$ cat config.mk
export PLATFORM = sky130hd
export DESIGN_NAME = acc_dispatch_ctrl_flat
export DESIGN_NICKNAME = d
export VERILOG_FILES = /design/src/rtl/acc_dispatch_ctrl_pkg.sv /design/src/rtl/acc_dispatch_ctrl_if.sv /design/src/rtl/acc_dispatch_ctrl_watchdog.sv /design/src/rtl/acc_dispatch_ctrl.sv /design/src/flat_wrapper.sv
export SDC_FILE = /design/constraint.sdc
export NUM_CORES = 1
export LEC_CHECK = 0
export ABC_CLOCK_PERIOD_IN_PS = 4050
export CAP_MARGIN = 20
export CELL_PAD_IN_SITES_DETAIL_PLACEMENT = 0
export CELL_PAD_IN_SITES_GLOBAL_PLACEMENT = 1
export CORE_UTILIZATION = 32
export CTS_BUF_LIST = sky130_fd_sc_hd__clkbuf_4
export CTS_CLUSTER_DIAMETER = 120
export CTS_CLUSTER_SIZE = 10
export DETAILED_ROUTE_END_ITERATION = 12
export PLACE_DENSITY_LB_ADDON = 0.12
export SYNTH_ARGS = -nofsm -noshare
export SYNTH_HDL_FRONTEND = slang
export SYNTH_SLANG_ARGS = --single-unit
$ cat constraint.sdc
create_clock -name clk -period 4.05 [get_ports clk]
set_input_delay 0.81 -clock clk [delete_from_list [all_inputs] [get_ports clk]]
set_output_delay 0.81 -clock clk [all_outputs]
set_load 0.05 [all_outputs]
$ cat src/rtl/acc_dispatch_ctrl_pkg.sv
// Shared types for the accelerator dispatch controller: FSM state encoding,
// the NOP opcode and the opcode-to-channel mapping.
package acc_ctrl_pkg;

  typedef enum logic [1:0] {
    ST_IDLE = 2'd0,
    ST_RD   = 2'd1,
    ST_WR   = 2'd2,
    ST_DONE = 2'd3
  } state_t;

  localparam int OP_NOP = 0;

  // Opcodes 1..NUM_ACC select channels 0..NUM_ACC-1.
  function automatic int unsigned op_to_idx(input int unsigned op);
    return op - 1;
  endfunction

endpackage

$ cat src/rtl/acc_dispatch_ctrl_if.sv
// Instruction handshake into the dispatch controller.
// valid/ready: a transfer happens on a rising clk edge where instr_valid and
// instr_ready are both 1; instruction is only meaningful while instr_valid is 1.
interface acc_dispatch_ctrl_if #(
  parameter int INSTR_W = 32
);
  logic               instr_valid;
  logic               instr_ready;
  logic [INSTR_W-1:0] instruction;

  modport master (output instr_valid, output instruction, input  instr_ready);
  modport slave  (input  instr_valid, input  instruction, output instr_ready);
endinterface

$ cat src/rtl/acc_dispatch_ctrl_watchdog.sv
// Job watchdog: counts cycles while run is high, cleared by clear (which wins),
// and flags expired once the count reaches TIMEOUT_CYCLES-1.
module acc_watchdog #(
  parameter int TIMEOUT_CYCLES = 1024
) (
  input  logic clk,
  input  logic reset,
  input  logic clear,
  input  logic run,
  output logic expired
);
  localparam int WD_W = (TIMEOUT_CYCLES > 1) ? $clog2(TIMEOUT_CYCLES) : 1;

  logic [WD_W-1:0] cnt_q, cnt_d;

  always_comb begin
    cnt_d = cnt_q;
    if (clear) begin
      cnt_d = '0;
    end else if (run) begin
      cnt_d = cnt_q + WD_W'(1);
    end
  end

  always_ff @(posedge clk) begin
    if (!reset) begin
      cnt_q <= '0;
    end else begin
      cnt_q <= cnt_d;
    end
  end

  assign expired = run && (cnt_q == WD_W'(TIMEOUT_CYCLES - 1));
endmodule

$ cat src/rtl/acc_dispatch_ctrl.sv
// Accelerator dispatch controller: accepts opcodes, enables one channel and
// sequences it through read/write phases. Optional watchdog: ACC_TIMEOUT_EN.
module acc_dispatch_ctrl
  import acc_ctrl_pkg::*;
#(
  parameter int NUM_ACC        = 3,
  parameter int INSTR_W        = 32,
  parameter int OPCODE_W       = 2,
  parameter int CNT_W          = 16,
  parameter int TIMEOUT_CYCLES = 1024
) (
  input  logic                              clk,
  input  logic                              reset,
  acc_dispatch_ctrl_if.slave                instr_if,
  input  logic [NUM_ACC-1:0]                read_done,
  input  logic [NUM_ACC-1:0]                write_done,
  output logic [NUM_ACC-1:0]                acc_enable,
  output logic [$clog2(NUM_ACC+1)-1:0]      busy_idx,
  output logic                              acc_done,
  output logic                              acc_error,
  output logic [CNT_W-1:0]                  job_count,
  output state_t                            dbg_state
);
  localparam int BUSY_W = $clog2(NUM_ACC + 1);
  localparam int IDX_W  = (NUM_ACC > 1) ? $clog2(NUM_ACC) : 1;

  state_t              state_q, state_d;
  logic [IDX_W-1:0]    idx_q, idx_d;
  logic [BUSY_W-1:0]   busy_q, busy_d;
  logic [NUM_ACC-1:0]  en_q, en_d;
  logic                err_q, err_d;
  logic [CNT_W-1:0]    cnt_q, cnt_d;

  logic [OPCODE_W-1:0] op;
  logic                accept;
  logic                rd_seen, wr_seen;
  logic                wd_clear, wd_run, wd_expired;
  logic                unused_instr_bits;

  assign op                 = instr_if.instruction[OPCODE_W-1:0];
  assign unused_instr_bits  = ^instr_if.instruction;
  assign instr_if.instr_ready = (state_q == ST_IDLE) && reset;
  assign accept             = instr_if.instr_valid && instr_if.instr_ready;
  assign rd_seen            = read_done[idx_q];
  assign wr_seen            = write_done[idx_q];
  assign wd_run             = (state_q == ST_RD) || (state_q == ST_WR);

  always_comb begin
    state_d  = state_q;
    idx_d    = idx_q;
    busy_d   = busy_q;
    en_d     = en_q;
    err_d    = 1'b0;
    cnt_d    = cnt_q;
    wd_clear = 1'b0;
    case (state_q)
      ST_IDLE: begin
        wd_clear = 1'b1;
        if (accept && (int'(op) != OP_NOP)) begin
          if (int'(op) > NUM_ACC) begin
            err_d = 1'b1;
          end else begin
            idx_d   = IDX_W'(op_to_idx(int'(op)));
            busy_d  = BUSY_W'(op);
            en_d    = NUM_ACC'(1) << idx_d;
            state_d = ST_RD;
          end
        end
      end
      ST_RD: begin
        // A done level always beats a simultaneous watchdog expiry.
        if (rd_seen && wr_seen) begin
          state_d = ST_DONE;
          en_d    = '0;
          busy_d  = '0;
        end else if (rd_seen) begin
          state_d  = ST_WR;
          wd_clear = 1'b1;
        end else if (wr_seen || wd_expired) begin
          state_d = ST_IDLE;
          en_d    = '0;
          busy_d  = '0;
          err_d   = 1'b1;
        end
      end
      ST_WR: begin
        if (wr_seen) begin
          state_d = ST_DONE;
          en_d    = '0;
          busy_d  = '0;
        end else if (wd_expired) begin
          state_d = ST_IDLE;
          en_d    = '0;
          busy_d  = '0;
          err_d   = 1'b1;
        end
      end
      ST_DONE: begin
        wd_clear = 1'b1;
        cnt_d    = cnt_q + CNT_W'(1);
        state_d  = ST_IDLE;
      end
      default: begin
        state_d = ST_IDLE;
        en_d    = '0;
        busy_d  = '0;
      end
    endcase
  end

  always_ff @(posedge clk) begin
    if (!reset) begin
      state_q <= ST_IDLE;
      idx_q   <= '0;
      busy_q  <= '0;
      en_q    <= '0;
      err_q   <= 1'b0;
      cnt_q   <= '0;
    end else begin
      state_q <= state_d;
      idx_q   <= idx_d;
      busy_q  <= busy_d;
      en_q    <= en_d;
      err_q   <= err_d;
      cnt_q   <= cnt_d;
    end
  end

`ifdef ACC_TIMEOUT_EN
  acc_watchdog #(
    .TIMEOUT_CYCLES(TIMEOUT_CYCLES)
  ) u_watchdog (
    .clk     (clk),
    .reset   (reset),
    .clear   (wd_clear),
    .run     (wd_run),
    .expired (wd_expired)
  );
`else
  logic unused_wd;
  assign unused_wd  = wd_clear ^ wd_run;
  assign wd_expired = 1'b0;
`endif

  assign acc_enable = en_q;
  assign busy_idx   = busy_q;
  assign acc_done   = (state_q == ST_DONE);
  assign acc_error  = err_q;
  assign job_count  = cnt_q;
  assign dbg_state  = state_q;
endmodule

$ cat src/flat_wrapper.sv
// flat-port wrapper written by rule: the top's interface ports become plain ports
module acc_dispatch_ctrl_flat import acc_ctrl_pkg::*;
#(
  parameter int NUM_ACC        = 3,
  parameter int INSTR_W        = 32,
  parameter int OPCODE_W       = 2,
  parameter int CNT_W          = 16,
  parameter int TIMEOUT_CYCLES = 1024
)
  (clk, reset, read_done, write_done, acc_enable, busy_idx, acc_done, acc_error, job_count, dbg_state, instr_if_instr_valid, instr_if_instruction, instr_if_instr_ready);
  acc_dispatch_ctrl_if #(.INSTR_W(INSTR_W)) instr_if_i ();
  input  logic clk;
  input  logic reset;
  input  logic [NUM_ACC-1:0] read_done;
  input  logic [NUM_ACC-1:0] write_done;
  output logic [NUM_ACC-1:0] acc_enable;
  output logic [$clog2(NUM_ACC+1)-1:0] busy_idx;
  output logic acc_done;
  output logic acc_error;
  output logic [CNT_W-1:0] job_count;
  output state_t dbg_state;
  input wire logic [$bits(instr_if_i.instr_valid)-1:0] instr_if_instr_valid;
  input wire logic [$bits(instr_if_i.instruction)-1:0] instr_if_instruction;
  output wire logic [$bits(instr_if_i.instr_ready)-1:0] instr_if_instr_ready;
  assign instr_if_i.instr_valid = instr_if_instr_valid;
  assign instr_if_i.instruction = instr_if_instruction;
  assign instr_if_instr_ready = instr_if_i.instr_ready;
  acc_dispatch_ctrl #(.NUM_ACC(NUM_ACC), .INSTR_W(INSTR_W), .OPCODE_W(OPCODE_W), .CNT_W(CNT_W), .TIMEOUT_CYCLES(TIMEOUT_CYCLES)) u_core (.clk(clk), .reset(reset), .instr_if(instr_if_i), .read_done(read_done), .write_done(write_done), .acc_enable(acc_enable), .busy_idx(busy_idx), .acc_done(acc_done), .acc_error(acc_error), .job_count(job_count), .dbg_state(dbg_state));
endmodule
==> impl_results.md, run 1 <==
- Outcome: completed
- Final hold slack: 0.490 ns
- H-tree depth: 1
- 1st-iter DRT viols: 27
- Most common cell after layout, fill and taps aside: clkdlybuf4s50_1
- Most frequent cells in the layout: clkdlybuf4s50_1, dfxtp_1, and2_1, nand2_1, ha_1
- Worst-Margin Slew: 0.507 ns
- Syn Area/Cell: 9.71 µm²
- Tmin final: 3.05 ns
- Core area: 4030 µm²
- Net Count, Synth: 191
- Worst EP required: 3.24 ns
- Critical Path AT: 2.24 ns
- Period utilization: 75.3%
- Switching power: 0.000233 W
- Initial antenna violation count: 0
- Clock latency on the worst-skew pair: 0.32 ns
- Fraction of registers with async set or reset after synthesis: 0%
- Peak Freq: 328 MHz
- Largest fanout on the critical path: 2
- I/O pins: 67
- DP HPWL: 2160 µm
- Pre-antenna DRT Iters: 4
- Clock sink count: 26
- Flop pwr share: 41.7%
- First-pass GRT wire length: 4830 µm
- Seq/Total Area, Yosys: 38.3%
- Post-synth top flop: dfxtp_1
- Clk root buf: clkbuf_4
- Warnings from Yosys: 0
- Final Hold Fails: 0
- Finished Cell Area: 1840 µm²
- Total number of vias: 1124
- Starting Density: 33.8%
- Int Pwr: 0.000462 W
- Final antenna-violating net count: 0
- Number of synthesized flops with an enable pin: 0
- Worst-path clk slew: 0.15 ns
- Number of nets in the layout: 231
- Logic gate share of total power: 32.2%
- TritonCTS Buffers: 3
- Critical path startpoint category: input port
- Proportion of power drawn by the clock network: 26.1%
- Ant. Diodes: 0
- Via/cell ratio: 4.91
- Crit path launch: reset
- Dpl ws: 0.999 ns
- Setup bufs post-CTS: 0
- Routed len/inst: 12.1 µm
- # DRC: 0
- Die Ht: 67.2 µm
- RSZ-0062 raised after global routing: false
- Slew margin rel.: 66.1%
- CTS tree: yes
- Max_cap viols: 0
- CTS resizes: 0
- Final wirelength: 2770 µm
- Share of cells above drive strength 1: 5.59%
- Peak VDD IR: 0.192 mV
- Post-cts hold buffer count: 0
- GRT overflow: 0
- PortBufs: 36
- PwrDens: 379 nW/µm²
- Setup TNS: 0 ns
- Number of global-route vias before repair: 1091
- Switch share: 33.5%
- Largest net degree at the start of global routing: 26
- GPL Wtd Cong: 0.760
- Placed Area: 1780 µm²
- Cell area after synthesis: 1360 µm²
- Die ar.: 4520 µm²
- Die Width: 67.2 µm
- Cells after synthesis: 140
- Clock Skews: 0.00253 ns
- Hold_sp: u_core.acc_enable[2]
- Gr usage total: 14.1%
- Final setup viols: 0
- Hold Path Class: reg -> reg
- Pleak: 0.750 nW
- Endpoint class of the critical path: primary output
- Fin util: 45.6%
- CTS Buffer Depth: 2
- Final worst setup slack: 1.00 ns
- Cell variety after synth: 39
- Worst Path Class, Setup: in -> out
- Yosys reg bits: 26
- Num rows: 23
- Final slew viol count: 0
- Area growth, synth to finish: 35.0%
layer usage:
layer | track usage (%) | part of all wire [%] | up-vias
met5 | 0 | 0 | -
met4 | 3.72 | 0.76 | 0
met3 | 4.22 | 3.7 | 2
met2 | 25.6 | 53 | 22
met1 | 15.7 | 43 | 525
li1 | - | - | 575
worst max-delay path, stage by stage:
cell,delay [ns]
clkdlybuf4s50_1,0.49
and2_1,0.14
clkdlybuf4s50_1,0.81
cells by family after synthesis:
logic type | after synthesis | synth area share, %
AND/OR/NAND/NOR | 54 | 24.8
AO/OA/AOI/OAI | 28 | 15.8
XOR/XNOR | 12 | 7.73
buffers and inverters | 7 | 1.93
adder cells (fa/ha/maj) | 10 | 9.20
multiplexers | 3 | 2.21
flip-flops | 26 | 38.3
cell usage after synthesis, types with 3 or more instances:
| library cell | n | share of area, % |
|---|---|---|
| dfxtp_1 | 26 | 38 |
| nand4_1 | 3 | 1.4 |
| a22o_1 | 5 | 3.2 |
| xor2_1 | 5 | 3.2 |
| ha_1 | 10 | 9.2 |
| and2_1 | 13 | 6.0 |
| inv_1 | 5 | 1.4 |
| nand2_1 | 13 | 3.6 |
| nand3_1 | 3 | 1.1 |
| xnor2_1 | 7 | 4.5 |
| a21boi_1 | 4 | 2.2 |
| o21ai_0 | 4 | 1.5 |
| or3_1 | 4 | 1.8 |
| mux2i_1 | 3 | 2.2 |
| nor2_1 | 3 | 0.83 |
power by group through the flow:
| stage | registers, W | logic, W | clock network, W |
|---|---|---|---|
| after CTS | 0.000291 | 0.000226 | 0.000188 |
| after global placement | 0.000296 | 0.000222 | 0 |
| after detailed placement | 0.000296 | 0.000224 | 0 |
| after global routing | 0.000294 | 0.000245 | 0.000197 |
| after floorplan | 0.000340 | 0.000111 | 0 |
| final | 0.000290 | 0.000224 | 0.000181 |
path summary, 6_finish.rpt:
kind,endpoint,slack (ns),depth (start not counted)
setup / recovery,instr_if_instr_ready,1.00,3
hold reg to reg,u_core.acc_enable[2],0.49,1
setup reg to reg,u_core.job_count[15],2.12,6
hold / removal,u_core.acc_enable[2],0.49,1
metrics by stage:
stage,instances,power [W]
after global placement,225,0.000518
after detailed placement,225,0.000521
after global routing,229,0.000736
after CTS,229,0.000704
after floorplan,140,0.000451
final,229,0.000695
flip-flops by register name, summed over array words and instances, names as in the netlist, named ones only:
name and flops:
u_core.dbg_state 1, u_core.acc_enable 3, u_core.acc_error 1, u_core.busy_idx 2, u_core.job_count 16, u_core.idx_q 2
final cells by class:
cell class / count / area, µm²
Inverter: 5 / 18.8
Timing Repair Buffer: 37 / 368
Multi-Input combinational cell: 107 / 813
Fill cell: 406 / 2190
Sequential cell: 26 / 520
Tap cell: 50 / 62.6
Clock buffer: 3 / 22.5
Clock inverter: 1 / 30.0
Note: power is estimated with default switching activity, not from simulation.
==> run 2: changes to the inputs <==
--- a/config.mk
+++ b/config.mk
@@ -5,11 +5,11 @@
 export SDC_FILE = /design/constraint.sdc
 export NUM_CORES = 1
 export LEC_CHECK = 0
-export ABC_CLOCK_PERIOD_IN_PS = 4050
+export ABC_CLOCK_PERIOD_IN_PS = 2600
 export CAP_MARGIN = 20
 export CELL_PAD_IN_SITES_DETAIL_PLACEMENT = 0
 export CELL_PAD_IN_SITES_GLOBAL_PLACEMENT = 1
-export CORE_UTILIZATION = 32
+export CORE_UTILIZATION = 27
 export CTS_BUF_LIST = sky130_fd_sc_hd__clkbuf_4
 export CTS_CLUSTER_DIAMETER = 120
 export CTS_CLUSTER_SIZE = 10
==> constraint.sdc (replaced) <==
create_clock -name clk -period 2.6 [get_ports clk]
set_input_delay 0.52 -clock clk [delete_from_list [all_inputs] [get_ports clk]]
set_output_delay 0.52 -clock clk [all_outputs]
set_load 0.05 [all_outputs]
==> impl_results.md, run 2 (synthesized netlist as in run 1, its figures left out) <==
- Initial antenna violation count: 0
- Int Pwr: 0.000731 W
- PortBufs: 36
- Max_cap viols: 0
- TritonCTS Buffers: 3
- Number of global-route vias before repair: 1072
- Tmin final: 2.34 ns
- Routed len/inst: 12.2 µm
- FILL cells: 478
- Number of nets in the layout: 234
- Pre-antenna DRT Iters: 4
- PwrDens: 584 nW/µm²
- Clock sink count: 26
- H-tree depth: 1
- Hold Path Class: reg -> reg
- Num rows: 25
- Switching power: 0.000373 W
- Gr usage total: 11.9%
- DP HPWL: 2310 µm
- Area growth, synth to finish: 38.9%
- Placed Area: 1840 µm²
- Flop pwr share: 41.0%
- Critical Path AT: 1.82 ns
- Outcome: completed
- Finished Cell Area: 1890 µm²
- Post-cts hold buffer count: 0
- Proportion of power drawn by the clock network: 25.9%
- Final antenna-violating net count: 0
- GPL Wtd Cong: 0.776
- Setup TNS: 0 ns
- Final slew viol count: 0
- Die Ht: 73.0 µm
- Clk root buf: clkbuf_4
- Core area: 4790 µm²
- Worst-Margin Slew: 0.509 ns
- Peak VDD IR: 0.297 mV
- Clock latency on the worst-skew pair: 0.33 ns
- Endpoint class of the critical path: primary output
- Largest fanout on the critical path: 6
- Largest net degree at the start of global routing: 16
- Starting Density: 28.4%
- RSZ-0062 raised after global routing: false
- Die Width: 73.0 µm
- Setup bufs post-CTS: 0
- Critical path startpoint category: flip-flop
- Worst Path Class, Setup: reg -> out
- Worst-path clk slew: 0.17 ns
- Final worst setup slack: 0.258 ns
- Pleak: 0.770 nW
- Max FFs per register: 16
- Logic gate share of total power: 33.1%
- CTS Buffer Depth: 2
- CTS tree: yes
- Clock Skews: 0.0221 ns
- 1st-iter DRT viols: 30
- GRT overflow: 0
- Slew margin rel.: 65.9%
- Worst EP required: 2.08 ns
- Switch share: 33.8%
- Total number of vias: 1130
- I/O pins: 67
- Most common cell after layout, fill and taps aside: clkdlybuf4s50_1
- Share of cells above drive strength 1: 7.69%
- Ant. Diodes: 0
- Final Hold Fails: 0
- Most frequent cells in the layout: clkdlybuf4s50_1, dfxtp_1, and2_1, nand2_1, ha_1
- # DRC: 0
- Die ar.: 5330 µm²
- Final wirelength: 3040 µm
- Dpl ws: 0.189 ns
- Peak Freq: 427 MHz
- Final setup viols: 0
- Period utilization: 90.1%
- Via/cell ratio: 4.54
- CTS resizes: 0
- First-pass GRT wire length: 4980 µm
-- run 2: cell types whose count changed in the layout (fill, tap and decap cells not counted) --
| cell | before | now |
|---|---|---|
| buf_12 | 0 | 1 |
| clkdlybuf4s50_1 | 36 | 35 |
| buf_4 | 1 | 4 |
-- run 2: area by class of cell --
cell class / instances / area (µm²) / share of cell area, %
multi-input cells: 107 / 813 / 43.0
flip-flops and latches: 26 / 520 / 27.5
repair buffers: 40 / 400 / 21.2
well taps: 67 / 83.8 / 4.44
clock inverters: 1 / 30.0 / 1.59
clock buffers: 3 / 22.5 / 1.19
inverters: 5 / 18.8 / 0.993
-- run 2: final timing paths --
kind	cells past startpoint	start	to	slack (ns)
setup / recovery	2	flip-flop	acc_done	0.26
hold reg to reg	1	u_core.acc_enable[2]	u_core.acc_enable[2]	0.49
hold / removal	1	u_core.acc_enable[2]	u_core.acc_enable[2]	0.49
setup reg to reg	7	flip-flop	u_core.job_count[15]	0.68
-- run 2: worst max-delay path, cell delays in order, from the launching register on --
cell	delay, ns
dfxtp_1	0.47
ha_1	0.21
clkdlybuf4s50_1	0.80
-- run 2: power by group through the flow --
stage          Combinational [W]  Clock [W]  Sequential, W
2_1_floorplan           0.000173          0       0.000530
3_3_place_gp            0.000361          0       0.000460
3_5_place_dp            0.000366          0       0.000462
4_1_cts                 0.000368   0.000298       0.000453
5_1_grt                 0.000398   0.000313       0.000458
6_report                0.000365   0.000286       0.000453
-- run 2: through the flow --
stage	power, W	hold WS [ns]	cells	utilization, %
CTS	0.00112	0.497	249	39.5
floorplan	0.000703	0.568	140	-
finish	0.00110	0.490	249	39.5
global route	0.00117	0.513	249	39.5
detailed placement	0.000828	0.461	245	38.4
global placement	0.000821	0.462	245	38.4
-- run 2: per-layer routing --
layer	vias to the layer above	share of wire, %	wire [µm]	global-route usage [%]
met4	0	1.1	34	5.23
met1	529	47	1430	15.2
li1	577	-	-	-
met3	2	4.1	125	1.80
met2	22	48	1450	20.0
met5	-	0	0	0
